[src/rtl/imem_loader_pkg.sv]
// imem_loader_pkg: shared state encoding and sizing constants for the instruction memory loader
package imem_loader_pkg;
  typedef enum logic [2:0] {IDLE, LOAD, WRITE, DONE, ERR} state_t;
  localparam int IMEM_DEPTH = 64;
  localparam int INSTR_WIDTH_DEF = 32;
  function automatic int bytes_per_word(input int w);
    return w / 8;
  endfunction
  localparam int BPW = bytes_per_word(INSTR_WIDTH_DEF);
endpackage

[src/rtl/imem_loader_byte_packer.sv]
// imem_loader_byte_packer: shifts big-endian bytes into a word and flags the byte that completes it
module imem_loader_byte_packer
  import imem_loader_pkg::*;
#(
  parameter int INSTR_WIDTH = INSTR_WIDTH_DEF
) (
  input  logic                   clk,
  input  logic                   rst,
  input  logic                   clear,
  input  logic                   take,
  input  logic [7:0]             byte_in,
  output logic [INSTR_WIDTH-1:0] word,
  output logic                   word_full
);
  localparam int NB = bytes_per_word(INSTR_WIDTH);
  localparam int CW = $clog2(NB + 1);
  logic [INSTR_WIDTH-1:0] shift;
  logic [CW-1:0] cnt;
  // word is the value the shift register takes if this byte is accepted; word_full marks the final byte
  always_comb begin
    word = {shift[INSTR_WIDTH-9:0], byte_in};
    word_full = take && cnt == CW'(NB - 1);
  end
  // shift register and byte counter, wiped between words and on reset
  always_ff @(posedge clk) begin
    if (rst || clear) begin
      shift <= '0;
      cnt <= '0;
    end else if (take) begin
      shift <= word;
      cnt <= cnt + CW'(1);
    end
  end
endmodule

[src/rtl/imem_loader.sv]
// imem_loader: packs a byte stream into words, writes them from address 0 and holds the CPU until done
module imem_loader
  import imem_loader_pkg::*;
#(
  parameter int ADDRESS_WIDTH = 32,
  parameter int INSTR_WIDTH   = INSTR_WIDTH_DEF,
  parameter int DEPTH         = IMEM_DEPTH
) (
  input  logic                       clk,
  input  logic                       rst,
  input  logic                       start,
  input  logic [$clog2(DEPTH+1)-1:0] word_count,
  input  logic [7:0]                 byte_in,
  input  logic                       byte_valid,
  output logic                       byte_ready,
  output logic                       wr_en,
  output logic [ADDRESS_WIDTH-1:0]   wr_addr,
  output logic [INSTR_WIDTH-1:0]     wr_data,
  output logic                       cpu_hold,
  output logic                       done,
  output logic                       error
);
  localparam int CW = $clog2(DEPTH + 1);
  localparam int NB = bytes_per_word(INSTR_WIDTH);
  state_t state;
  logic [CW-1:0] count, index;
  logic take, ok, word_full;
  logic [INSTR_WIDTH-1:0] word;
  // a byte moves only while LOAD advertises ready; word_count is legal in 1..DEPTH
  always_comb begin
    take = byte_valid && byte_ready;
    ok = word_count != '0 && word_count <= CW'(DEPTH);
  end
  imem_loader_byte_packer #(.INSTR_WIDTH(INSTR_WIDTH)) u_packer (
    .clk(clk),
    .rst(rst),
    .clear(state != LOAD),
    .take(take),
    .byte_in(byte_in),
    .word(word),
    .word_full(word_full)
  );
  // control FSM with registered outputs; a completed word is strobed out in the single WRITE cycle
  always_ff @(posedge clk) begin
    if (rst) begin
      state <= IDLE;
      count <= '0;
      index <= '0;
      byte_ready <= 1'b0;
      wr_en <= 1'b0;
      wr_addr <= '0;
      wr_data <= '0;
      cpu_hold <= 1'b1;
      done <= 1'b0;
      error <= 1'b0;
    end else begin
      wr_en <= 1'b0;
      case (state)
        IDLE, DONE, ERR: if (start) begin
          done <= 1'b0;
          error <= !ok;
          cpu_hold <= 1'b1;
          count <= word_count;
          index <= '0;
          byte_ready <= ok;
          state <= ok ? LOAD : ERR;
        end
        LOAD: if (word_full) begin
          byte_ready <= 1'b0;
          wr_en <= 1'b1;
          wr_data <= word;
          wr_addr <= ADDRESS_WIDTH'(index) * ADDRESS_WIDTH'(NB);
          state <= WRITE;
        end
        WRITE: begin
          index <= index + CW'(1);
          if (index + CW'(1) == count) begin
            state <= DONE;
            done <= 1'b1;
            cpu_hold <= 1'b0;
          end else begin
            state <= LOAD;
            byte_ready <= 1'b1;
          end
        end
        default: state <= IDLE;
      endcase
    end
  end
endmodule

[config.mk]
export PLATFORM = sky130hd
export DESIGN_NAME = imem_loader
export DESIGN_NICKNAME = d
export VERILOG_FILES = /design/src/rtl/imem_loader_pkg.sv /design/src/rtl/imem_loader_byte_packer.sv /design/src/rtl/imem_loader.sv
export SDC_FILE = /design/constraint.sdc
export NUM_CORES = 1
export LEC_CHECK = 0
export ABC_CLOCK_PERIOD_IN_PS = 2200
export BUFFER_PORTS_ARGS = -buffer_cell sky130_fd_sc_hd__clkbuf_2
export CORE_ASPECT_RATIO = 1.75
export CORE_MARGIN = 2
export CORE_UTILIZATION = 45
export DETAILED_ROUTE_END_ITERATION = 16
export HOLD_SLACK_MARGIN = 0.03
export PLACE_DENSITY = 0.69
export SLEW_MARGIN = 20
export SYNTH_ARGS = -nofsm -noshare
export SYNTH_HDL_FRONTEND = slang
export SYNTH_SLANG_ARGS = --single-unit
[constraint.sdc]
create_clock -name clk -period 2.2 [get_ports clk]
set_input_delay 0.11 -clock clk [delete_from_list [all_inputs] [get_ports clk]]
set_output_delay 0.11 -clock clk [all_outputs]
set_load 0.05 [all_outputs]
-- Yosys cells after proc, flatten, opt, wreduce, memory -nomap -nowiden
Cells that the tools add are included.
- flip-flop bits (word level): 88
- input bits: 19
- output and inout port bits: 69
- logic and storage cells: 62
- $add $sub $neg: 2
- $lt $le $gt $ge: 1
- equality and inequality tests: 11
- mux-type cells: 18
- bitwise operators: 1
- reductions and logical operators: 17
- operators with widths (cell ; number):
    case mux 7 bit (2 select lines) ; 1
    == test 3 x 2 -> 1 bit (second input constant) ; 3
    2-to-1 mux 3 bit ; 3
    case mux 3 bit (3 select lines) ; 1
    2-to-1 mux 1 bit ; 8
    AND reduction 2 bit ; 4
    adder 7 x 1 -> 7 bit (second input constant) ; 1
    == test 7 bit ; 1
    <= comparator 7 bit (second input constant) ; 1
    2-to-1 mux 7 bit ; 1
    nonzero test 7 bit ; 1
    != test 2 bit (second input constant) ; 3
    case mux 1 bit (2 select lines) ; 2
    AND reduction 4 bit ; 1
    adder 3 x 1 -> 3 bit (second input constant) ; 1
    == test 3 x 1 -> 1 bit (second input constant) ; 1
    == test 3 bit (second input constant) ; 1
    logical AND 1 bit ; 3
    logical NOT 3 bit ; 1
    != test 3 x 1 -> 1 bit (second input constant) ; 1
    case mux 1 bit (3 select lines) ; 1
    AND reduction 3 bit ; 1
    nonzero test 3 bit ; 1
    OR reduction 3 bit ; 1
    other kinds (7) ; 7

-- Longest topological paths before layout
Gate-level depths: netlist (run 1).
- word-level depth: 5
- mapped depth: 8
- mapped depth without buffers: 7

-- Modules after synthesis
A second synthesis (run 1) with hierarchy kept.
- cells, all modules: 440
- area, all modules: 3803.6 sq um
- by module, submodules not included (module ; instances ; cells an instance ; area an instance (sq um) ; seq. area each (sq um)):
    imem_loader ; 1 ; 340 ; 2723.9 ; 1221.2
    imem_loader_byte_packer ; 1 ; 100 ; 1079.8 ; 540.5

-- Least setup slack after synthesis (run 1)
No wires, ideal clock.
- path kind: register -> register
- from: register byte_ready
- to: register state[0]
- library setup time: 0.071 ns
- arrival: 1.698 ns
- required time: 2.129 ns
- setup slack: 0.431 ns
- stages on the path, launching flop included: 7
- buffers on the path: 0
- period minus slack after synthesis: 1.769 ns
- cells stage by stage: dfxtp_1 -> and2_1 -> nand2_1 -> o21ai_0 -> o32ai_1 -> or3b_1 -> a21oi_1
- longest elaborated chain between the ends: 4
- RTL lines (what ; RTL line ; source):
    start: declaration ; imem_loader.sv:15 ; output logic byte_ready,
    start signal: assignment ; imem_loader.sv:65 ; byte_ready <= ok;
    logical AND 1 bit ; imem_loader.sv:31 ; take = byte_valid && byte_ready;
    logical AND 1 bit ; imem_loader_byte_packer.sv:22 ; word_full = take && cnt == CW'(NB - 1);
    != test 2 x 1 -> 1 bit (no line) ; -- ;
    AND reduction 2 bit (no line) ; -- ;
    end signal: assignment ; imem_loader.sv:66 ; state <= ok ? LOAD : ERR;
    end: declaration ; imem_loader.sv:25 ; state_t state;
Every way passes these cells.
A chain may end at the register's enable or synchronous reset.

-- Worst setup path after layout (run 1)
- from: register index[0]
- to: register byte_ready
- longest elaborated chain between the ends: 4
- RTL lines (what ; RTL line ; source):
    start: declaration ; imem_loader.sv:26 ; logic [CW-1:0] count, index;
    start signal: assignment ; imem_loader.sv:76 ; index <= index + CW'(1);
    adder 7 x 1 -> 7 bit ; imem_loader.sv:77 ; if (index + CW'(1) == count) begin
    == test 7 bit ; imem_loader.sv:77 ;
    != test 2 bit (no line) ; -- ;
    AND reduction 4 bit (no line) ; -- ;
Every way passes these cells.

==> impl_metrics.env, run 1 <==
export IMPL_cts_resized=0
export IMPL_hp_start="word_count[3]"
export IMPL_hold_class="primary input to register"
export IMPL_fin_tns_setup_ns=0
export IMPL_crit_path_start="index[0]"
export IMPL_grt_overflow=0
export IMPL_cts_sinks=88
export IMPL_cts_inserted_buffers=9
export IMPL_p_clk_share_pct=38.7
export IMPL_rsz0062_at_grt="false"
export IMPL_drc=0
export IMPL_yosysSeqAreaShare_pct=48.4
export IMPL_io_buffers=62
export IMPL_drtIter0Drc=149
export IMPL_synth_ff_type="dfxtp_1"
export IMPL_die_x_microns=72.0
export IMPL_root_buffer="clkbuf_16"
export IMPL_vdd_drop_max_v=0.000598
export IMPL_grt_max_degree=63
export IMPL_p_seq_share_pct=43.7
export IMPL_async_flop_share_pct=0
export IMPL_top_layer="met4"
export IMPL_finalClockSkew_ns=0.00529
export IMPL_cts_tree="done"
export IMPL_synth_most_common_cell="nand2_1"
export IMPL_route_met2_wl_microns=4380
export IMPL_power_density_nw_per_um2=926
export IMPL_worstSetupPathType="register to register"
export IMPL_finalCriticalPeriod_ns=1.93
export IMPL_netlist_area_leader_share_pct=48.4
export IMPL_synth_cell_types=38
export IMPL_switchingPower_mw=1.16
export IMPL_p_int_mw=2.81
export IMPL_yosysTopAreaCell="dfxtp_1"
export IMPL_diodes=0
export IMPL_ant_nets=0
export IMPL_area_growth_syn_to_layout_pct=17.6
export IMPL_synth_area_leaders="dfxtp_1, nand2_1, a21oi_1"
export IMPL_critPathLaunchType="register"
export IMPL_wl_met3_microns=269
export IMPL_synth_edf_count=0
export IMPL_period_share_pct=87.7
export IMPL_cts_buffer_depth=2
export IMPL_gp_congestion=0.846
export IMPL_num_rows=43
export IMPL_ys_ff_latch=88
export IMPL_htreeDepth=3
export IMPL_grt_pass1_wl_microns=12900
export IMPL_leakage_nw=1.69
export IMPL_drt_pass1_iter_count=4
export IMPL_worstPathRequired_ns=2.47
export IMPL_tightest_slew_ns=0.812
export IMPL_final_nets=532
export IMPL_drv_slew=0
export IMPL_critPathMaxFanout=7
export IMPL_crit_arrival_ns=2.20
export IMPL_antenna_found_initial=0
export IMPL_avgSynthCellArea_sq_um=8.07
export IMPL_syn_area_sq_um=3640
export IMPL_start_util_pct=46.0
export IMPL_comb_power_share_pct=17.6
export IMPL_num_vias=3031
export IMPL_synth_cells=451
export IMPL_core_area_sq_um=7910
export IMPL_n_fill_cell=749
export IMPL_die_h_microns=123
export IMPL_synth_common_cells="nand2_1, dfxtp_1, a21oi_1"
export IMPL_dp_hpwl_microns=5520
export IMPL_slew_headroom_pct=45.8
export IMPL_max_cap_violations=0
export IMPL_via_per_inst=5.01
export IMPL_outcome="completed"
export IMPL_cts_clk_slew_worst_paths_ns=0.06
export IMPL_setup_viol=0
export IMPL_ios=88
export IMPL_end_kind="register"
export IMPL_track_usage_pct=18.9
export IMPL_finalHoldViolCount=0
export IMPL_wl_microns=7960
export IMPL_final_util_pct=54.1
export IMPL_wire_per_inst_microns=13.2
export IMPL_fmax_mhz=518
export IMPL_drive_above_1_share_pct=18.1
export IMPL_dieArea_sq_um=8860
export IMPL_rr_startpoint="index[0]"
export IMPL_switching_share_pct=29.2
export IMPL_yosysWarnings=0
export IMPL_route_layer_met1_wl_microns=3020
export IMPL_grt_pass1_vias=2858
export IMPL_insertion_delay_ns=0.34
[cells by family (layout without fill, tap and decap cells)]
logic type | after synthesis | in the layout | synth area share, %
AOI/OAI and AO/OA | 90 | 90 | 13.0
adders and majority gates | 3 | 3 | 1.03
and+or+nand+nor | 192 | 192 | 22.8
buffers and inverters | 55 | 95 | 8.93
other | 1 | 25 | 0.103
xor gates and xnor gates | 14 | 14 | 3.57
DFF | 88 | 88 | 48.4
muxes | 8 | 8 | 2.20
[power groups by stage]
stage          combinational [mW]  sequential [mW]  clock [mW]
6_report                    0.697             1.73        1.54
5_1_grt                     0.765             1.74        1.62
4_1_cts                     0.702             1.73        1.57
3_5_place_dp                0.684             1.77           0
3_3_place_gp                0.678             1.76           0
2_1_floorplan               0.600             1.76           0
[per-stage QoR]
stage / instance area (sq um) / setup WS (ns) / cells / total power, mW / hold slack (ns)
after floorplan: 3730 / 0.431 / 475 / 2.36 / 0.246
after global placement: 3880 / 0.332 / 580 / 2.44 / 0.355
after detailed placement: 3880 / 0.269 / 580 / 2.45 / 0.361
after CTS: 4280 / 0.262 / 605 / 4.00 / 0.0318
after global routing: 4280 / 0.0782 / 605 / 4.13 / 0.0561
final: 4280 / 0.270 / 605 / 3.97 / 0.0368
[per-layer routing]
metal | vias up | global-route usage [%]
met4 | 0 | 10.6
met3 | 22 | 3.50
met2 | 75 | 34.2
met1 | 1399 | 20.3
li1 | 1535 | -
met5 | - | 0
[registers in the layout, indices dropped and copies added (netlist names)]
register        cells
count               7
done                1
state               3
u_packer.cnt        3
error               1
wr_data            32
u_packer.shift     24
wr_addr             7
byte_ready          1
cpu_hold            1
index               7
wr_en               1
[final timing paths]
path,end,slack [ns],cells after the start
max reg2reg,byte_ready,0.27,7
max,byte_ready,0.27,7
min reg2reg,wr_data[31],0.45,2
min,count[3],0.04,3
[cell type report]
type | instances | area [sq um] | share of cell area, %
Sequential cell | 88 | 1760 | 41.1
Timing Repair Buffer | 77 | 445 | 10.4
Multi-Input combinational cell | 332 | 1650 | 38.5
Clock inverter | 5 | 55.1 | 1.29
Tap cell | 90 | 113 | 2.63
Inverter | 2 | 7.51 | 0.175
Clock buffer | 11 | 253 | 5.90
[worst max-delay path: stages, from the launching register on]
cell	delay (ns)
dfxtp_1	0.44
ha_1	0.28
nand3_1	0.15
xnor2_1	0.17
nor4_2	0.30
nand4_2	0.20
nand3b_1	0.15
mux2i_1	0.17
[what timing repair did]
action                    CTS  global route
hold buffers                9             0
hold endpoints to repair   17             0
setup buffers               0             0
[placed cells by master (no fill, tap or decap), types with 2 or more instances in the layout]
cell type	count
nand2_1	140
dfxtp_1	88
a21oi_1	74
clkbuf_2	62
conb_1	25
nor2_1	23
o21ai_0	9
clkbuf_16	9
dlygate4sd3_1	9
xnor2_1	8
mux2i_1	8
buf_4	6
xor2_1	5
nand3b_1	3
nand2b_1	3
nand3_1	3
and3_1	3
ha_1	3
inv_1	2
and2_1	2
o21ai_1	2
a22oi_1	2
nor2b_1	2
or3_1	2
clkinv_2	2
clkinvlp_4	2
clkbuf_8	2
No activity file was read; power rests on OpenSTA's default activity.
==> run 2: changes to the inputs <==
--- a/config.mk
+++ b/config.mk
@@ -5,14 +5,15 @@
 export SDC_FILE = /design/constraint.sdc
 export NUM_CORES = 1
 export LEC_CHECK = 0
-export ABC_CLOCK_PERIOD_IN_PS = 2200
+export ABC_CLOCK_PERIOD_IN_PS = 1700
 export BUFFER_PORTS_ARGS = -buffer_cell sky130_fd_sc_hd__clkbuf_2
 export CORE_ASPECT_RATIO = 1.75
 export CORE_MARGIN = 2
 export CORE_UTILIZATION = 45
+export CTS_CLUSTER_DIAMETER = 200
 export DETAILED_ROUTE_END_ITERATION = 16
 export HOLD_SLACK_MARGIN = 0.03
-export PLACE_DENSITY = 0.69
+export PLACE_DENSITY = 0.72
 export SLEW_MARGIN = 20
 export SYNTH_ARGS = -nofsm -noshare
 export SYNTH_HDL_FRONTEND = slang
==> constraint.sdc (replaced) <==
create_clock -name clk -period 1.7 [get_ports clk]
set_input_delay 0.085 -clock clk [delete_from_list [all_inputs] [get_ports clk]]
set_output_delay 0.085 -clock clk [all_outputs]
set_load 0.05 [all_outputs]
==> run 2 against run 1 <==
Global-route usage grew 0.52 points. Register-to-register slack lost 0.24 ns. First-iteration DRC count grew 79%. Final area grew 5.5%. Critical path type unchanged. Largest cell class unchanged. Largest power group unchanged.
==> impl_metrics.env, run 2 (synthesized netlist as in run 1, its figures left out) <==
export IMPL_outcome="completed"
export IMPL_cts_tree="done"
export IMPL_drc=0
export IMPL_worstPathRequired_ns=1.93
export IMPL_wl_microns=8210
export IMPL_rsz0062_at_grt="true"
export IMPL_diodes=0
export IMPL_drt_pass1_iter_count=4
export IMPL_largestRegisters="wr_data x32, u_packer.shift x24"
export IMPL_core_area_sq_um=7910
export IMPL_grt_pass1_vias=2879
export IMPL_wire_per_inst_microns=13.2
export IMPL_largest_reg_flops=32
export IMPL_cts_buffer_depth=2
export IMPL_track_usage_pct=19.5
export IMPL_drive_above_1_share_pct=21.7
export IMPL_io_buffers=62
export IMPL_crit_arrival_ns=1.90
export IMPL_period_share_pct=98.3
export IMPL_end_kind="register"
export IMPL_final_common_cell="nand2_1"
export IMPL_layout_common_cells="nand2_1, dfxtp_1, a21oi_1, clkbuf_2, conb_1"
export IMPL_path_cells="and3_1 > and3_1 > xnor2_1 > nand4_2 > buf_4 > nand2_1 > nand3b_1"
export IMPL_dpl_cell_area_sq_um=4040
export IMPL_slowest_delay_ns=0.44
export IMPL_insertion_delay_ns=0.34
export IMPL_htreeDepth=3
export IMPL_leakage_nw=1.81
export IMPL_fmax_mhz=598
export IMPL_dieArea_sq_um=8860
export IMPL_finalClockSkew_ns=0.00653
export IMPL_max_cap_violations=0
export IMPL_hold_class="primary input to register"
export IMPL_drtIter0Drc=267
export IMPL_cts_inserted_buffers=9
export IMPL_worstSetupPathType="register to register"
export IMPL_root_buffer="clkbuf_16"
export IMPL_ios=88
export IMPL_power_density_nw_per_um2=1190
export IMPL_vdd_drop_max_v=0.000600
export IMPL_cts_clk_slew_worst_paths_ns=0.06
export IMPL_num_rows=43
export IMPL_via_per_inst=5.00
export IMPL_whs_ns=0.0429
export IMPL_dp_hpwl_microns=5790
export IMPL_design_area_sq_um=4520
export IMPL_die_x_microns=72.0
export IMPL_finalCriticalPeriod_ns=1.67
export IMPL_critPathMaxFanout=4
export IMPL_grt_overflow=0
export IMPL_cts_sinks=88
export IMPL_antenna_found_initial=0
export IMPL_grt_max_degree=63
export IMPL_area_growth_syn_to_layout_pct=24.1
export IMPL_finalHoldViolCount=0
export IMPL_gp_congestion=0.785
export IMPL_setup_viol=0
export IMPL_critPathLaunchType="register"
export IMPL_die_h_microns=123
export IMPL_cp_slowest_cell="dfxtp_1"
export IMPL_final_nets=549
export IMPL_ant_nets=0
export IMPL_num_vias=3099
export IMPL_start_util_pct=46.0
export IMPL_largest_register="wr_data"
export IMPL_grt_pass1_wl_microns=13200
export IMPL_crit_top_cell="and3_1"
export IMPL_drv_slew=0
## run 2: cell count changes in the layout (fill, tap and decap cells not counted), sizes merged
cell         previous run  this run
buf                     6        21
clkinvlp                2         0
dlygate4sd3             9        11
bufinv                  1         2
clkbuf                 73        72
## run 2: metal layers
metal	part of all wire (%)	routed length, microns	GRT usage, %	up-vias
li1	-	-	-	1570
met4	3.2	266	12.0	0
met2	55	4550	34.4	75
met1	38	3110	21.2	1437
met3	3.4	279	3.42	17
met5	0	0	0	-
## run 2: worst paths after layout
path	from	end	slack, ns	cells past startpoint
setup / recovery	index[2]	cpu_hold	0.03	7
hold / removal	word_count[4]	count[4]	0.04	3
setup reg to reg	index[2]	cpu_hold	0.03	7
hold reg to reg	u_packer.shift[18]	wr_data[26]	0.45	2
## run 2: power breakdown
part           leakage [nW]  switching (mW)  internal, mW  total (mW)
sequential            0.712          0.0738          2.14        2.22
combinational         0.942           0.688         0.412        1.10
clock                 0.154           0.759          1.30        2.06
total                  1.81            1.52          3.86        5.38
## run 2: area by class of cell
| cell class | instances | area (sq um) |
|---|---|---|
| Clock buffer | 10 | 239 |
| Clock inverter | 4 | 70.1 |
| Tap cell | 90 | 113 |
| Fill cell | 731 | 3390 |
| Multi-Input combinational cell | 332 | 1690 |
| Timing Repair Buffer | 94 | 628 |
| Inverter | 2 | 7.51 |
| Sequential cell | 88 | 1770 |
## run 2: timing repair
action                                  4_1_cts  5_1_grt
hold buffers                                 11        0
hold endpoints to repair                     19        0
pin swaps                                     3        4
gates resized for setup                       0        9
endpoints found under the setup margin        1        5
setup buffers                                 1        0
## run 2: critical path: cells and delay by family (launching register included)
kind                      cells  cell delay (ns)
DFF                           1             0.44
and+or+nand+nor               5             0.77
buffers and inverters         1             0.19
xor gates and xnor gates      1             0.15
## run 2: per-stage QoR
stage | std cells | utilization [%] | worst slack (ns) | TNS (ns) | power, mW
5_1_grt | 620 | 57.1 | -0.0979 | -0.210 | 5.61
4_1_cts | 620 | 56.5 | 0.00597 | 0 | 5.38
2_1_floorplan | 475 | - | 0.0495 | 0 | 3.06
3_5_place_dp | 594 | 51.1 | -0.0535 | -0.0535 | 3.31
3_3_place_gp | 594 | 51.1 | 0.0344 | 0 | 3.29
6_report | 620 | 57.1 | 0.0283 | 0 | 5.38
